### src/rtl/midi_note_serializer.sv
// -----------------------------------------------------------------------------
// midi_note_serializer
//
// Encodes note events into 3-byte MIDI Note On/Off messages, buffers them in a
// small message FIFO and serializes them as a byte stream.  Optional running
// status drops a status byte that repeats the previously transmitted one.
//
// Ports
//   clk         system clock
//   reset_n     asynchronous active-low reset
//   in_valid    note event valid
//   in_ready    FIFO can accept an event (registered level only)
//   note_on     1 = Note On (0x9n), 0 = Note Off (0x8n)
//   note        semitone within octave (0..15 accepted as-is)
//   octave      octave index
//   channel     MIDI channel
//   velocity    velocity byte for both on and off
//   rs_clear    forget running status
//   out_data    serialized MIDI byte (registered)
//   out_valid   out_data valid (registered)
//   out_ready   downstream accepts byte
//   fifo_level  messages buffered
//   busy        serializer active or messages pending
//
// state   | meaning
// --------+-----------------------------------------------------------
// IDLE    | nothing on the output; pops the FIFO head when non-empty
// STATUS  | status byte on out_data, waiting for out_ready
// DATA1   | note byte on out_data, waiting for out_ready
// DATA2   | velocity byte on out_data; on accept chains the next message
// -----------------------------------------------------------------------------
module midi_note_serializer #(
    parameter int         DEPTH          = 4,
    parameter int         OCT_W          = 2,
    parameter logic [6:0] MIDI_NOTE_BASE = 7'h00,
    parameter int         RUNNING_STATUS = 1
) (
    input  logic                     clk,
    input  logic                     reset_n,
    input  logic                     in_valid,
    output logic                     in_ready,
    input  logic                     note_on,
    input  logic [3:0]               note,
    input  logic [OCT_W-1:0]         octave,
    input  logic [3:0]               channel,
    input  logic [6:0]               velocity,
    input  logic                     rs_clear,
    output logic [7:0]               out_data,
    output logic                     out_valid,
    input  logic                     out_ready,
    output logic [$clog2(DEPTH):0]   fifo_level,
    output logic                     busy
);

    localparam int AW = $clog2(DEPTH);
    localparam int LW = AW + 1;
    localparam logic [LW-1:0] FULL_LEVEL = LW'(DEPTH);
    localparam bit RS_EN = (RUNNING_STATUS != 0);

    typedef enum logic [1:0] {
        S_IDLE,
        S_STATUS,
        S_DATA1,
        S_DATA2
    } state_t;

    state_t state;

    // -------------------------------------------------------------------------
    // Event encoding
    // -------------------------------------------------------------------------
    logic [11:0] note_sum;
    logic [7:0]  enc_status;
    logic [7:0]  enc_note;
    logic [23:0] enc_msg;

    // 12 bits is enough for any octave*12 + 15 + 127 at the widths used here,
    // so the saturation compare never sees a wrapped value.
    assign note_sum   = 12'(octave) * 12'd12 + 12'(note) + 12'(MIDI_NOTE_BASE);
    assign enc_note   = (note_sum > 12'd127) ? 8'h7F : {1'b0, note_sum[6:0]};
    assign enc_status = {(note_on ? 4'h9 : 4'h8), channel};
    assign enc_msg    = {enc_status, enc_note, 1'b0, velocity};

    // -------------------------------------------------------------------------
    // Message FIFO
    // -------------------------------------------------------------------------
    logic [23:0]   mem [DEPTH];
    logic [AW-1:0] wr_ptr;
    logic [AW-1:0] rd_ptr;
    logic          push;
    logic          pop;
    logic          level_nz;

    logic [7:0]    head_status;
    logic [7:0]    head_note;
    logic [7:0]    head_vel;

    assign level_nz = (fifo_level != '0);
    assign in_ready = (fifo_level != FULL_LEVEL);
    assign push     = in_valid && in_ready;
    // Pop whenever the FSM is about to load a new first byte: from IDLE, or
    // back-to-back after the velocity byte is taken.
    assign pop      = level_nz &&
                      ((state == S_IDLE) || ((state == S_DATA2) && out_ready));

    assign head_status = mem[rd_ptr][23:16];
    assign head_note   = mem[rd_ptr][15:8];
    assign head_vel    = mem[rd_ptr][7:0];

    always_ff @(posedge clk) begin
        if (push) begin
            mem[wr_ptr] <= enc_msg;
        end
    end

    always_ff @(posedge clk or negedge reset_n) begin
        if (!reset_n) begin
            wr_ptr     <= '0;
            rd_ptr     <= '0;
            fifo_level <= '0;
        end else begin
            if (push) begin
                wr_ptr <= wr_ptr + 1'b1;
            end
            if (pop) begin
                rd_ptr <= rd_ptr + 1'b1;
            end
            case ({push, pop})
                2'b10:   fifo_level <= fifo_level + 1'b1;
                2'b01:   fifo_level <= fifo_level - 1'b1;
                default: fifo_level <= fifo_level;
            endcase
        end
    end

    // -------------------------------------------------------------------------
    // Serializer FSM
    // -------------------------------------------------------------------------
    logic [7:0] cur_status;
    logic [7:0] cur_note;
    logic [7:0] cur_vel;
    logic [7:0] last_status;
    logic       rs_valid;
    logic       skip_status;
    logic [7:0] first_byte;
    state_t     first_state;

    // Skip decision uses the registered rs_valid, so an rs_clear sampled on
    // the same edge as a pop only affects later pops.
    assign skip_status = RS_EN && rs_valid && (head_status == last_status);
    assign first_byte  = skip_status ? head_note : head_status;
    assign first_state = skip_status ? S_DATA1 : S_STATUS;

    always_ff @(posedge clk or negedge reset_n) begin
        if (!reset_n) begin
            state       <= S_IDLE;
            out_valid   <= 1'b0;
            out_data    <= 8'h00;
            cur_status  <= 8'h00;
            cur_note    <= 8'h00;
            cur_vel     <= 8'h00;
            last_status <= 8'h00;
            rs_valid    <= 1'b0;
        end else begin
            case (state)
                S_IDLE: begin
                    if (pop) begin
                        cur_status <= head_status;
                        cur_note   <= head_note;
                        cur_vel    <= head_vel;
                        out_data   <= first_byte;
                        out_valid  <= 1'b1;
                        state      <= first_state;
                    end
                end
                S_STATUS: begin
                    if (out_ready) begin
                        out_data    <= cur_note;
                        last_status <= cur_status;
                        rs_valid    <= RS_EN;
                        state       <= S_DATA1;
                    end
                end
                S_DATA1: begin
                    if (out_ready) begin
                        out_data <= cur_vel;
                        state    <= S_DATA2;
                    end
                end
                S_DATA2: begin
                    if (out_ready) begin
                        if (pop) begin
                            cur_status <= head_status;
                            cur_note   <= head_note;
                            cur_vel    <= head_vel;
                            out_data   <= first_byte;
                            state      <= first_state;
                        end else begin
                            out_valid <= 1'b0;
                            state     <= S_IDLE;
                        end
                    end
                end
                default: begin
                    out_valid <= 1'b0;
                    state     <= S_IDLE;
                end
            endcase

            // Placed last so it overrides the set on STATUS->DATA1.
            if (rs_clear) begin
                rs_valid <= 1'b0;
            end
        end
    end

    assign busy = (state != S_IDLE) || level_nz;

endmodule

### config.mk
export PLATFORM = sky130hd
export DESIGN_NAME = midi_note_serializer
export DESIGN_NICKNAME = d
export VERILOG_FILES = /design/src/rtl/midi_note_serializer.sv
export SDC_FILE = /design/constraint.sdc
export NUM_CORES = 1
export LEC_CHECK = 0
export ABC_AREA = 1
export BUFFER_PORTS_ARGS = -buffer_cell sky130_fd_sc_hd__buf_4
export CAP_MARGIN = 10
export CORE_MARGIN = 10
export CORE_UTILIZATION = 30
export DETAILED_ROUTE_END_ITERATION = 16
export HOLD_SLACK_MARGIN = 0.08
export SYNTH_ARGS = -nofsm -noshare
export SYNTH_HDL_FRONTEND = slang
export SYNTH_SLANG_ARGS = --single-unit
export TNS_END_PERCENT = 50
### constraint.sdc
create_clock -name clk -period 2.19 [get_ports clk]
set_clock_uncertainty 0.1 [all_clocks]
set_input_delay 0.438 -clock clk [delete_from_list [all_inputs] [get_ports clk]]
set_output_delay 0.438 -clock clk [all_outputs]
set_load 0.02 [all_outputs]
==> impl_metrics.toml <==
[outcome]
status = "finished clean"

[worst_setup_path]
critPathArrivalTime_ns = 1.54
endpoint_kind = "output pin"
cp-start-kind = "register"
crit_path_start = "fifo_level[1]$_DFFE_PN0P_"
path_max_fanout = 4
reg2reg_slack_ns = 0.19
worstSetupPathType = "reg -> out"
rr_startpoint = "state[0]$_DFFE_PN0P_"
cp.required_ns = 1.65

[synthesis]
yosysSeqAreaShare_pct = 62.88
avgSynthCellArea_um2 = 10.78
netlist_area_um2 = 5420
synthDistinctLibCells = 32
netlist_instances = 503
ys_warn_count = 0
ys_ff_latch = 121
synth_nets = 542

[floorplan]
die_area_um2 = 23840
die_w_um = 154.4
initial_core_util_pct = 30.38
core-area_um2 = 17840
io_pins = 37
fp.dieH_um = 154.4
core.rowCount = 49

[finish]
areaGrowthSynthToFinish_pct = 22.90
layout.nets = 600
nFillCells = 1718
drive_gt1_share_pct = 22.90
stdcell_area_um2 = 6661
antenna_cells = 0
fin_util_pct = 37.34

[power]
p_total_uw = 10680
leakagePower_uw = 0.002750
power_density_nw_per_um2 = 1603
vdd_drop_max_mv = 0.7372

[clocking]
cts_made_buffers = 17
clk_pin_slew_ns = 0.05
clockBufferDepth = 2
clockRootBuffer = "clkbuf_16"
cts_tree = "yes"
clock_insertion_delay_worst_skew_ns = 0.41
htreeDepth = 4
cts_sinks = 121

[timing]
setup_violations = 0
worst_pin_slew_ns = 0.5983
timing.setup.tns_ns = 0
rsz0062_at_grt = "true"
hold_ws_ns = 0.1280
post-route-min-period_ns = 2.077
maxSlewHeadroom_pct = 60.07
fin_crit_sh_pct = 94.86
fmax_mhz = 481.4
final-hold-violation-count = 0
slew_viol_final = 0

[drt]
vias_per_cell = 4.488
drc_errors = 0
dr.pass1.iters = 4
drt-total-wl_um = 11580
drt_iter0_drc = 235
post_drt_wl_per_cell_um = 14.46
ant_nets = 0
vias = 3595

[placed_design]
io_buffers = 36
postPlaceCellArea_um2 = 5987
place.detailed.hpwl_um = 8047
gp_congestion = 0.7821

[global_route]
grt_max_degree = 46
grt_overflow = 0
track_usage_pct = 10.15
grt_pass1_vias = 3705
antenna_found_initial = 0
grt_pass1_wl_um = 19290

[hold_path]
worstHoldPathType = "in -> reg"
hp-start = "velocity[6]"

[job]
max_cap_viol_count = 0
==> critical path: stages (launching register included) <==
cell and delay [ns]:
dfrtp_1 0.41, nor3_2 0.25, inv_1 0.08, nor2_1 0.15, inv_1 0.08, buf_4 0.16
==> layer usage <==
layer | vias up | wire (um) | global-route usage, % | share of wire, %
met4 | 0 | 75 | 3.509 | 0.65
li1 | 1810 | - | - | -
met5 | - | 0 | 0 | 0
met3 | 7 | 639 | 3.799 | 5.5
met2 | 65 | 5495 | 15.63 | 47
met1 | 1713 | 5370 | 12.77 | 46
==> final timing paths <==
kind                                         endpoint  depth (start not counted)
max in group asynchronous      cur_vel[1]$_DFFE_PN0P_                          2
min in group asynchronous  last_status[4]$_DFFE_PN0P_                          2
setup / recovery                                 busy                          5
hold / removal                    mem[0][6]$_DFFE_PP_                          1
hold reg to reg             cur_status[7]$_DFFE_PN0P_                          2
setup reg to reg            fifo_level[2]$_DFFE_PN0P_                         12
==> cell families (layout without fill, tap and decap cells) <==
kind of cell    count (synthesis)  in the layout  synth area share [%]
simple gates                  198            198                 16.60
flops                         121            121                 62.88
compound gates                 93             93                 9.996
buf+inv                        69            138                 5.586
fa+ha+maj                      16             16                 3.971
xor+xnor                        6              6                0.9697
==> flip-flops by register name, summed over array words and instances, names as in the netlist <==
name / count
wr_ptr: 2
rs_valid: 1
cur_vel: 7
state: 2
rd_ptr: 2
out_valid: 1
mem: 76
cur_status: 6
last_status: 6
out_data: 8
cur_note: 7
fifo_level: 3
==> area by class of cell <==
type                            instances  area [um^2]  area share, %
Clock buffer                           18        429.2          6.443
Clock inverter                         12        176.4          2.648
Inverter                               48        185.2          2.780
Multi-Input combinational cell        313         1720          25.83
Sequential cell                       121         3408          51.16
Tap cell                              229        286.5          4.301
Timing Repair Buffer                   60        455.4          6.837
==> cell usage in the layout (no fill, tap or decap), types with 2 or more instances in the layout <==
cell type      count
nand3_2           12
a32o_1             4
nand2_2            8
clkbuf_16         17
edfxtp_1          76
inv_2              6
a21oi_2            7
inv_1             40
o21ai_1            2
dfrtp_1           45
nand3_1           20
a31oi_1            2
o22ai_1           10
xor2_1             3
nand2_1          101
nor2_2             5
nor2_1            48
clkinvlp_4         4
buf_4             58
a21oi_1           20
o21ai_0           43
xnor2_1            3
ha_1              14
bufinv_16          4
inv_4              2
dlygate4sd3_1      2
==> report_power, final <==
| part | total [uW] | internal (uW) | switching [uW] | leakage (uW) |
|---|---|---|---|---|
| Clock | 2840 | 1890 | 952 | 0.000282 |
| Combinational | 4320 | 1530 | 2790 | 0.00124 |
| Sequential | 3530 | 3190 | 334 | 0.00123 |
==> what timing repair did <==
action / 4_1_cts / 5_1_grt
hold buffers: 2 / 0
setup endpoints to repair: 0 / 6
hold endpoints to repair: 46 / 0
setup buffers: 0 / 5
resized for setup: 0 / 9
==> cells in the mapped netlist (all sizes together) <==
library cell	instances	area, um^2
a21oi	27	157.6
a221oi	1	8.760
a22oi	1	7.510
a31oi	3	25.02
a32o	4	40.04
buf	11	80.07
clkbuf	10	37.54
dfrtp	45	1126
edfxtp	76	2282
fa	2	40.04
ha	14	175.2
inv	48	185.2
nand2	109	429.2
nand3	33	237.7
nor2	54	222.7
nor3	2	10.01
o21a	1	7.510
o21ai	45	225.2
o22ai	10	62.56
o31ai	1	7.510
xnor2	3	26.28
xor2	3	26.28
==> stage by stage <==
step,worst slack (ns),instances
after floorplan,-0.2000,503
after global placement,0.08688,764
after detailed placement,0.05816,764
after CTS,0.03310,796
after global routing,-0.01940,801
final,0.1127,801
Power figures use the tool's default switching activity.
